**config.mk**
```make
export PLATFORM = sky130hd
export DESIGN_NAME = adc_seq
export DESIGN_NICKNAME = d
export VERILOG_FILES = /design/src/rtl/adc_pkg.sv /design/src/rtl/adc_seq_tick.sv /design/src/rtl/adc_seq.sv
export SDC_FILE = /design/constraint.sdc
export NUM_CORES = 1
export LEC_CHECK = 0
export CAP_MARGIN = 20
export CORE_MARGIN = 10
export CORE_UTILIZATION = 40
export CTS_BUF_LIST = sky130_fd_sc_hd__clkbuf_16
export CTS_CLUSTER_DIAMETER = 80
export DETAILED_ROUTE_END_ITERATION = 16
export SYNTH_ARGS = -nofsm -noshare
export SYNTH_HDL_FRONTEND = slang
export SYNTH_SLANG_ARGS = --single-unit
```
**constraint.sdc**
```tcl
create_clock -name clk -period 2.25 [get_ports clk]
set_input_delay 0.45 -clock clk [delete_from_list [all_inputs] [get_ports clk]]
set_output_delay 0.45 -clock clk [all_outputs]
set_load 0.01 [all_outputs]
```
**src/rtl/adc_pkg.sv**
```systemverilog
// Shared definitions for the adc sequencer: state codes, default timing constants
// and a helper that classifies handshake states.
package adc_pkg;

  localparam logic [3:0] S_IDLE   = 4'd0;
  localparam logic [3:0] S_CHK    = 4'd1;
  localparam logic [3:0] S_CHK_D  = 4'd2;
  localparam logic [3:0] S_CONF   = 4'd3;
  localparam logic [3:0] S_CONF_D = 4'd4;
  localparam logic [3:0] S_WAIT   = 4'd5;
  localparam logic [3:0] S_RD     = 4'd6;
  localparam logic [3:0] S_RD_D   = 4'd7;
  localparam logic [3:0] S_FF     = 4'd8;
  localparam logic [3:0] S_FF_D   = 4'd9;
  localparam logic [3:0] S_HALT   = 4'd15;

  localparam int TICK_BASE_DEF = 250;
  localparam int WDOG_DEF      = 65535;

  typedef enum logic [3:0] {
    ST_IDLE   = S_IDLE,
    ST_CHK    = S_CHK,
    ST_CHK_D  = S_CHK_D,
    ST_CONF   = S_CONF,
    ST_CONF_D = S_CONF_D,
    ST_WAIT   = S_WAIT,
    ST_RD     = S_RD,
    ST_RD_D   = S_RD_D,
    ST_FF     = S_FF,
    ST_FF_D   = S_FF_D,
    ST_HALT   = S_HALT
  } state_e;

  // Handshake states are the only ones guarded by the watchdog.
  function automatic logic is_hs(input state_e s);
    return !(s inside {ST_IDLE, ST_WAIT, ST_HALT});
  endfunction

endpackage

```
**src/rtl/adc_seq_tick.sv**
```systemverilog
// Sample-period divider: down-counter reloaded to (smpr+1)*TICK_BASE-1,
// emits a one-cycle registered tick at each terminal count.
module adc_seq_tick
  import adc_pkg::*;
#(
  parameter int TICK_BASE = TICK_BASE_DEF
) (
  input  logic       clk,
  input  logic       rst,
  input  logic       en_i,
  input  logic [7:0] smpr_i,
  output logic       tick_o
);

  // Wide enough for 256*TICK_BASE so the reload product is never truncated.
  localparam int PW = 9 + $clog2(TICK_BASE + 1);

  logic [PW-1:0] cnt_q, cnt_d, reload;
  logic          tick_q, tick_d;

  always_comb begin
    reload = (PW'(smpr_i) + PW'(1)) * PW'(TICK_BASE) - PW'(1);
    cnt_d  = cnt_q;
    tick_d = 1'b0;
    if (!en_i) begin
      cnt_d = reload;
    end else if (cnt_q == '0) begin
      cnt_d  = reload;
      tick_d = 1'b1;
    end else begin
      cnt_d = cnt_q - PW'(1);
    end
  end

  always_ff @(posedge clk or negedge rst) begin
    if (!rst) begin
      cnt_q  <= '0;
      tick_q <= 1'b0;
    end else begin
      cnt_q  <= cnt_d;
      tick_q <= tick_d;
    end
  end

  assign tick_o = tick_q;

endmodule

```
**src/rtl/adc_seq.sv**
```systemverilog
// adc sequencer: CHECK -> CONF -> {READ -> FIFO} per sample tick, with a
// per-phase watchdog, overrun counting and a sticky error/HALT on timeout.
module adc_seq
  import adc_pkg::*;
#(
  parameter int TICK_BASE = TICK_BASE_DEF,
  parameter int WDOG      = WDOG_DEF,
  parameter int CNT_W     = 16
) (
  input  logic             clk,
  input  logic             rst,
  input  logic             run,
  input  logic             conf_req,
  input  logic [7:0]       dev_smpr,
  input  logic             fifoa_full,
  input  logic             fd_check,
  input  logic             fd_conf,
  input  logic             fd_read,
  input  logic             fd_fifo,
  output logic             fs_check,
  output logic             fs_conf,
  output logic             fs_read,
  output logic             fs_fifo,
  output logic             busy,
  output logic             err,
  output logic [3:0]       state,
  output logic [CNT_W-1:0] frame_cnt,
  output logic [7:0]       ovr_cnt
);

  localparam int WW = $clog2(WDOG + 1);

  state_e           state_q, state_d;
  logic [WW-1:0]    wdog_q, wdog_d;
  logic [3:0]       fs_q, fs_d;
  logic             err_q, err_d;
  logic             conf_pend_q, conf_pend_d;
  logic             chk_done_q, chk_done_d;
  logic [CNT_W-1:0] frame_q, frame_d;
  logic [7:0]       ovr_q, ovr_d;
  logic             ovr_inc;
  logic             tick, tick_en;

  assign tick_en = !(state_q inside {ST_IDLE, ST_HALT});

  adc_seq_tick #(.TICK_BASE(TICK_BASE)) u_tick (
    .clk    (clk),
    .rst    (rst),
    .en_i   (tick_en),
    .smpr_i (dev_smpr),
    .tick_o (tick)
  );

  always_comb begin
    state_d     = state_q;
    wdog_d      = '0;
    err_d       = err_q;
    conf_pend_d = conf_pend_q | conf_req;
    chk_done_d  = chk_done_q;
    frame_d     = frame_q;
    ovr_inc     = tick && is_hs(state_q);
    // Leaving X requires fd seen high while our own fs is up, so a stale fd
    // left over from before a reset cannot complete the phase.
    unique case (state_q)
      ST_IDLE: if (run) begin
        if (!chk_done_q) begin
          state_d    = ST_CHK;
          chk_done_d = 1'b1;
        end else if (conf_pend_d) state_d = ST_CONF;
        else                      state_d = ST_WAIT;
      end
      ST_CHK:    if (fd_check && fs_q[0]) state_d = ST_CHK_D;
      ST_CHK_D:  if (!fd_check) state_d = ST_CONF;
      ST_CONF:   if (fd_conf && fs_q[1]) state_d = ST_CONF_D;
      ST_CONF_D: if (!fd_conf) begin
        state_d     = ST_WAIT;
        conf_pend_d = conf_req;
      end
      ST_WAIT: begin
        if (conf_pend_d) begin
          state_d = ST_CONF;
          ovr_inc = tick;
        end else if (!run) begin
          state_d = ST_IDLE;
        end else if (tick) begin
          if (fifoa_full) ovr_inc = 1'b1;
          else            state_d = ST_RD;
        end
      end
      ST_RD:   if (fd_read && fs_q[2]) state_d = ST_RD_D;
      ST_RD_D: if (!fd_read) state_d = ST_FF;
      ST_FF:   if (fd_fifo && fs_q[3]) state_d = ST_FF_D;
      ST_FF_D: if (!fd_fifo) begin
        frame_d = frame_q + CNT_W'(1);
        state_d = run ? ST_WAIT : ST_IDLE;
      end
      ST_HALT: state_d = ST_HALT;
      default: state_d = ST_IDLE;
    endcase

    // A completing handshake changes state_d first, so fd wins over expiry.
    if (is_hs(state_q) && (state_d == state_q)) begin
      if (wdog_q == WW'(WDOG - 1)) begin
        state_d = ST_HALT;
        err_d   = 1'b1;
      end else begin
        wdog_d = wdog_q + WW'(1);
      end
    end

    fs_d[0] = (state_q == ST_CHK)  && (state_d == ST_CHK)  && !fd_check;
    fs_d[1] = (state_q == ST_CONF) && (state_d == ST_CONF) && !fd_conf;
    fs_d[2] = (state_q == ST_RD)   && (state_d == ST_RD)   && !fd_read;
    fs_d[3] = (state_q == ST_FF)   && (state_d == ST_FF)   && !fd_fifo;

    ovr_d = (ovr_inc && (ovr_q != 8'hFF)) ? ovr_q + 8'd1 : ovr_q;
  end

  always_ff @(posedge clk or negedge rst) begin
    if (!rst) begin
      state_q     <= ST_IDLE;
      wdog_q      <= '0;
      fs_q        <= '0;
      err_q       <= 1'b0;
      conf_pend_q <= 1'b1;
      chk_done_q  <= 1'b0;
      frame_q     <= '0;
      ovr_q       <= '0;
    end else begin
      state_q     <= state_d;
      wdog_q      <= wdog_d;
      fs_q        <= fs_d;
      err_q       <= err_d;
      conf_pend_q <= conf_pend_d;
      chk_done_q  <= chk_done_d;
      frame_q     <= frame_d;
      ovr_q       <= ovr_d;
    end
  end

  assign fs_check  = fs_q[0];
  assign fs_conf   = fs_q[1];
  assign fs_read   = fs_q[2];
  assign fs_fifo   = fs_q[3];
  assign busy      = !(state_q inside {ST_IDLE, ST_WAIT});
  assign err       = err_q;
  assign state     = state_q;
  assign frame_cnt = frame_q;
  assign ovr_cnt   = ovr_q;

endmodule

```
# Word level (Yosys, flattened, before mapping)
# Index checks and enable logic that the tools add are counted.
dict set report op_classes {
  addsub 6
  n_mul 1
  eq_ne 17
  n_mux 32
  bitwise_logic 2
  reduce_logical 29
}
# op count
set ops {}
lappend ops {{$mux 4} 15}
lappend ops {{$pmux 4 s11} 1}
lappend ops {{$mux 17} 2}
lappend ops {{$sub 17x1->17 const B} 2}
lappend ops {{$add 16x1->16 const B} 2}
lappend ops {{$mux 16} 2}
lappend ops {{$eq 4x3->1 const B} 5}
lappend ops {{$logic_not 17->1} 1}
lappend ops {{$mul 17x7->16 const B} 1}
lappend ops {{$eq 16x16->1 const B} 1}
lappend ops {{$eq 4x4->1 const B} 4}
lappend ops {{$logic_and 1x1->1} 15}
lappend ops {{$eq 4x2->1 const B} 3}
lappend ops {{$add 8x1->9 const B} 1}
lappend ops {{$mux 1} 9}
lappend ops {{$mux 3} 3}
lappend ops {{$add 8x1->8 const B} 1}
lappend ops {{$eq 4x1->1 const B} 2}
lappend ops {{$ne 8x8->1 const B} 1}
lappend ops {{$logic_not 1->1} 6}
lappend ops {{$reduce_and 2->1} 3}
lappend ops {{$eq 4x4->1} 1}
lappend ops {{$logic_not 4->1} 1}
lappend ops {{$reduce_bool 2->1} 2}
lappend ops {{3 further kinds} 3}
dict set report totals {
  ff_bits 69
  in_bits 17
  wordCells 97
}

# Logic depth before layout (Yosys ltp)
dict set report depth {
  depth_word 11
  mapped_depth 22
}

# By module
# Synthesis repeated with hierarchy kept, for this count alone.
dict set report hier_totals {
  cells_unflattened 603
  hier_area_um2 5784.3
}
# mod instances cells_per_inst area_per_inst_um2
set modules_own_cells {}
lappend modules_own_cells {adc_seq_tick 1 333 2992.9}
lappend modules_own_cells {adc_seq 1 270 2791.4}

# Worst setup path before layout
# No wires, ideal clock.
dict set report synth_timing {
  path_type {input port to flip-flop}
  from {input port dev_smpr[0]}
  to {register u_tick.cnt_q[16]}
  setup_ns 0.122
  arrival_ns 5.227
  required_time_ns 2.128
  path_slack_ns -3.099
  stages 20
  n_path_buf 1
  cell_sequence {clkbuf_1 > nand3_1 > xnor2_1 > inv_1 > fa_1 > fa_1 > inv_1 > fa_1 > inv_1 > fa_1 > inv_1 > ha_1 > a21oi_2 > nand2b_1 > nand3_2 > o41ai_4 > o22ai_2 > nor4_4 > xnor2_1 > a32o_1}
}
dict set report synth_via {
  elab_chain_len 5
}
# item line_no
set synth_lines {}
lappend synth_lines {{start, declared} adc_seq.sv:14} ;# input logic [7:0] dev_smpr,
lappend synth_lines {{$add 8x1->9 (*)} adc_seq_tick.sv:22} ;# reload = (PW'(smpr_i) + PW'(1)) * PW'(TICK_BASE) - PW'(1);
lappend synth_lines {{$mul 17x7->16 (*)} adc_seq_tick.sv:22}
lappend synth_lines {{$sub 17x1->17 (*)} adc_seq_tick.sv:22}
lappend synth_lines {{$mux 17} adc_seq_tick.sv:27} ;# end else if (cnt_q == '0) begin
lappend synth_lines {{$mux 17 (*)} adc_seq_tick.sv:25} ;# if (!en_i) begin
lappend synth_lines {{via u_tick.cnt_d[16]} adc_seq_tick.sv:18} ;# logic [PW-1:0] cnt_q, cnt_d, reload;
lappend synth_lines {{end signal, assigned} adc_seq_tick.sv:40} ;# cnt_q <= cnt_d;
lappend synth_lines {{end, declared} adc_seq_tick.sv:18}
# Mark *: on every way through the listed nets, which the timed path passes. The rest lies on a longest branch.
# A chain may end at the register's enable or synchronous reset.

# Worst setup path after layout
dict set report layout_timing {
  from {input port dev_smpr[1]}
  to {register u_tick.cnt_q[15]}
}
# The elaborated chain is that of the path after synthesis.

==> impl_results.md <==
- Largest net degree at the start of global routing: 46
- Drt via density: 5.039
- Power share of the sequential group: 14.0%
- Seq cells post-synth: 69
- HPWL after DPL: 10180 µm
- Clk Latency, worst-skew pair: 0.33 ns
- FF+latch area: 1732 µm²
- Drt first pass iters: 4
- Critical Path RT: 2.46 ns
- Hold Crit Class: in2async
- Die X: 138.1 µm
- Layout fillers: 1092
- Post-Syn Instances: 602
- Max frequency: 0.2071 GHz
- Synth area leaders: dfrtp_1 31%, ha_1 10%, xnor2_1 8.2%
- RSZ-0062 raised after global routing: yes
- CTS clk-pin slew, worst paths: 0.06 ns
- Sink Count: 69
- Cell Rows: 43
- Diode count: 0
- Final nets: 870
- Routed WL: 13990 µm
- Grt ovf: 0
- Synthesized area: 5579 µm²
- Most instantiated cells after synthesis: 68 x dfrtp_1, 59 x nor2_1, 55 x inv_1
- Psw: 5238 µW
- Peak VDD IR: 0.9545 mV
- Post-synth top area share: 30.50%
- WL per Instance: 14.41 µm
- Top-count cell post-synth: dfrtp_1
- CP Capture Type: flop
- Initial Utilization: 40.51%
- CP Data Arrival Time: 5.04 ns
- Critical path fanouts, max: 5
- Final Critical Period: 4.829 ns
- Yosys warns: 0
- Post-synth top area cell: dfrtp_1
- Tot Pwr: 12280 µW
- Sequential fraction of the synthesis area: 30.97%
- Initial antenna violation count: 0
- First-pass GRT wire length: 23130 µm
- Final Setup Violations: 12
- Avg Cell Area, Syn: 9.268 µm²
- Htree depth: 3
- Pwr per Cell Area: 1448 nW/µm²
- Combinational share of power: 75.7%
- Layout cell share with drive strength beyond 1: 36.03%
- Global Route Usage Sum: 13.86%
- Post-synth EDFFs: 0
- Via count: 4893
- Cts hold-fix bufs: 0
- DIE AREA: 19070 µm²
- Distinct cells, synth: 65
- Combined area of the multi-input logic cells: 4380 µm²
- Final Hold Viols: 0
- Critical path type: in2reg
- Clk_skew: 0.004886 ns
- Synth-to-Final Area Change: 52.03%
- Routability cong.: 0.8780
- Status: finished, violations left
- Asr flop ratio synth: 100.0%
- Die H: 138.1 µm
- Worst rel slew slack: 62.37%
- Ys flop type: dfrtp_1
- Post-Synthesis Net Count: 686
- Tcrit/Tclk final: 214.6%
- Initial DRC Count: 249
- Tightest Pin Transition: 0.5645 ns
- Int Pwr: 7044 µW
- Post-DRT Antenna Nets: 0
- Slew Limit Fails: 0
- Clock Tree Buf Depth: 2
- Port Buffer Count: 50
- Switching fraction of total power: 42.65%
- Startpoint types: input port
- Setup WS post-layout: -2.579 ns
- Number of max-cap violations: 0
- I/O pin count: 51
- Worst slack, placed: -3.354 ns
- Total core area: 13770 µm²
- Vias in the first global route: 5025
- CTS root buf: clkbuf_16
- Failing checks: negative setup slack
- Pleak: 0.003774 µW
- DRC errors left: 0
- CTS buffer count: 9
- Clock power frac: 10.3%
- CTS tree: yes
layout make-up:
type / instances / area share [%]
Inverter: 56 / 2.537
Tap cell: 180 / 2.655
Clock buffer: 9 / 2.655
Sequential cell: 69 / 20.42
Clock inverter: 7 / 0.4868
Timing Repair Buffer: 189 / 19.60
Multi-Input combinational cell: 461 / 51.64
layout by cell type (no fill, tap or decap), types with 5 or more instances in the layout:
master / n
buf_6: 23
nand2_1: 39
a21oi_2: 5
xnor2_2: 8
clkdlybuf4s50_1: 40
xnor2_4: 8
clkbuf_16: 9
and3_1: 11
inv_1: 43
nand3_1: 18
nand3_4: 5
nor3_2: 7
xor2_1: 28
buf_4: 116
ha_4: 17
a31oi_1: 5
o211ai_1: 6
dfrtp_1: 65
nor3_1: 5
fa_1: 19
o21ai_0: 9
a21oi_1: 14
nand4_1: 18
inv_2: 11
nor2_1: 54
xnor2_1: 38
ha_1: 28
nand2b_1: 14
through the flow:
| stage | hold WS (ns) | setup TNS, ns | utilization (%) | instance area, µm² | instances |
|---|---|---|---|---|---|
| after CTS | 0.1242 | -25.63 | 58.01 | 7990 | 958 |
| final | 0.1103 | -24.07 | 61.58 | 8482 | 971 |
| after detailed placement | 0.4665 | -46.79 | 52.79 | 7271 | 924 |
| after floorplan | 0.1544 | -23.88 | - | 5802 | 602 |
| after global routing | 0.1478 | -26.40 | 61.58 | 8482 | 971 |
| after global placement | 0.4498 | -46.40 | 52.79 | 7271 | 924 |
worst paths after layout:
kind	start	cells after the start	slack (ns)	endpoint
worst max-delay path	dev_smpr[1]	23	-2.58	u_tick.cnt_q[15]
worst min register to register	frame_cnt[15]	1	0.47	frame_cnt[15]
worst min-delay path	rst	2	0.11	fs_q[3]
max in group asynchronous	rst	2	1.63	state[1]
min in group clk	frame_cnt[15]	1	0.47	frame_cnt[15]
worst max register to register	state[3]	9	0.06	fs_q[3]
registers in the layout (all words and copies together), names as in the netlist:
| register | count |
|---|---|
| frame_cnt | 16 |
| err | 1 |
| u_tick.cnt_q | 17 |
| ovr_cnt | 8 |
| conf_pend_q | 1 |
| wdog_q | 16 |
| state | 4 |
| chk_done_q | 1 |
| u_tick.tick_o | 1 |
| fs_q | 4 |
layer usage:
metal,vias up,wire (µm),GRT usage (%)
li1,2422,-,-
met2,88,7143,23.22
met3,13,382,2.123
met1,2370,6245,17.72
met5,-,0,0
met4,0,222,4.772
power groups by stage:
stage          clock network (µW)  registers (µW)  logic (µW)
3_5_place_dp                    0            1720        6900
2_1_floorplan                   0            1690        4470
3_3_place_gp                    0            1700        6740
6_report                     1260            1720        9300
4_1_cts                      1290            1710        7940
5_1_grt                      1340            1750       10100
kinds of logic after synthesis:
logic type      share of synthesized area, %
compound gates                         10.74
xor+xnor                               13.81
buf+inv                                5.046
flops                                  30.97
fa+ha+maj                              17.85
simple gates                           20.81
mux                                   0.7625
repair_timing:
item / 4_1_cts / 5_1_grt
resized for setup: 70 / 84
setup endpoints to repair: 39 / 44
buffers inserted: 18 / 20
gates cloned: 0 / 0
endpoints found under the hold margin: 0 / 0
pin swaps: 49 / 58
critical path: stages:
cell and delay, ns:
buf_12 0.09, nand3_4 0.10, xnor2_4 0.18, inv_2 0.06, fa_1 0.51, fa_1 0.56, inv_2 0.04, fa_1 0.48
inv_1 0.05, fa_1 0.49, inv_2 0.05, ha_4 0.25, a21oi_4 0.16, buf_6 0.13, o211ai_4 0.07, buf_4 0.15
or3_4 0.40, o41ai_4 0.07, o22ai_2 0.16, buf_4 0.18, nor4_4 0.14, xor2_1 0.18, mux2i_1 0.09
No activity file was read; power rests on OpenSTA's default activity.
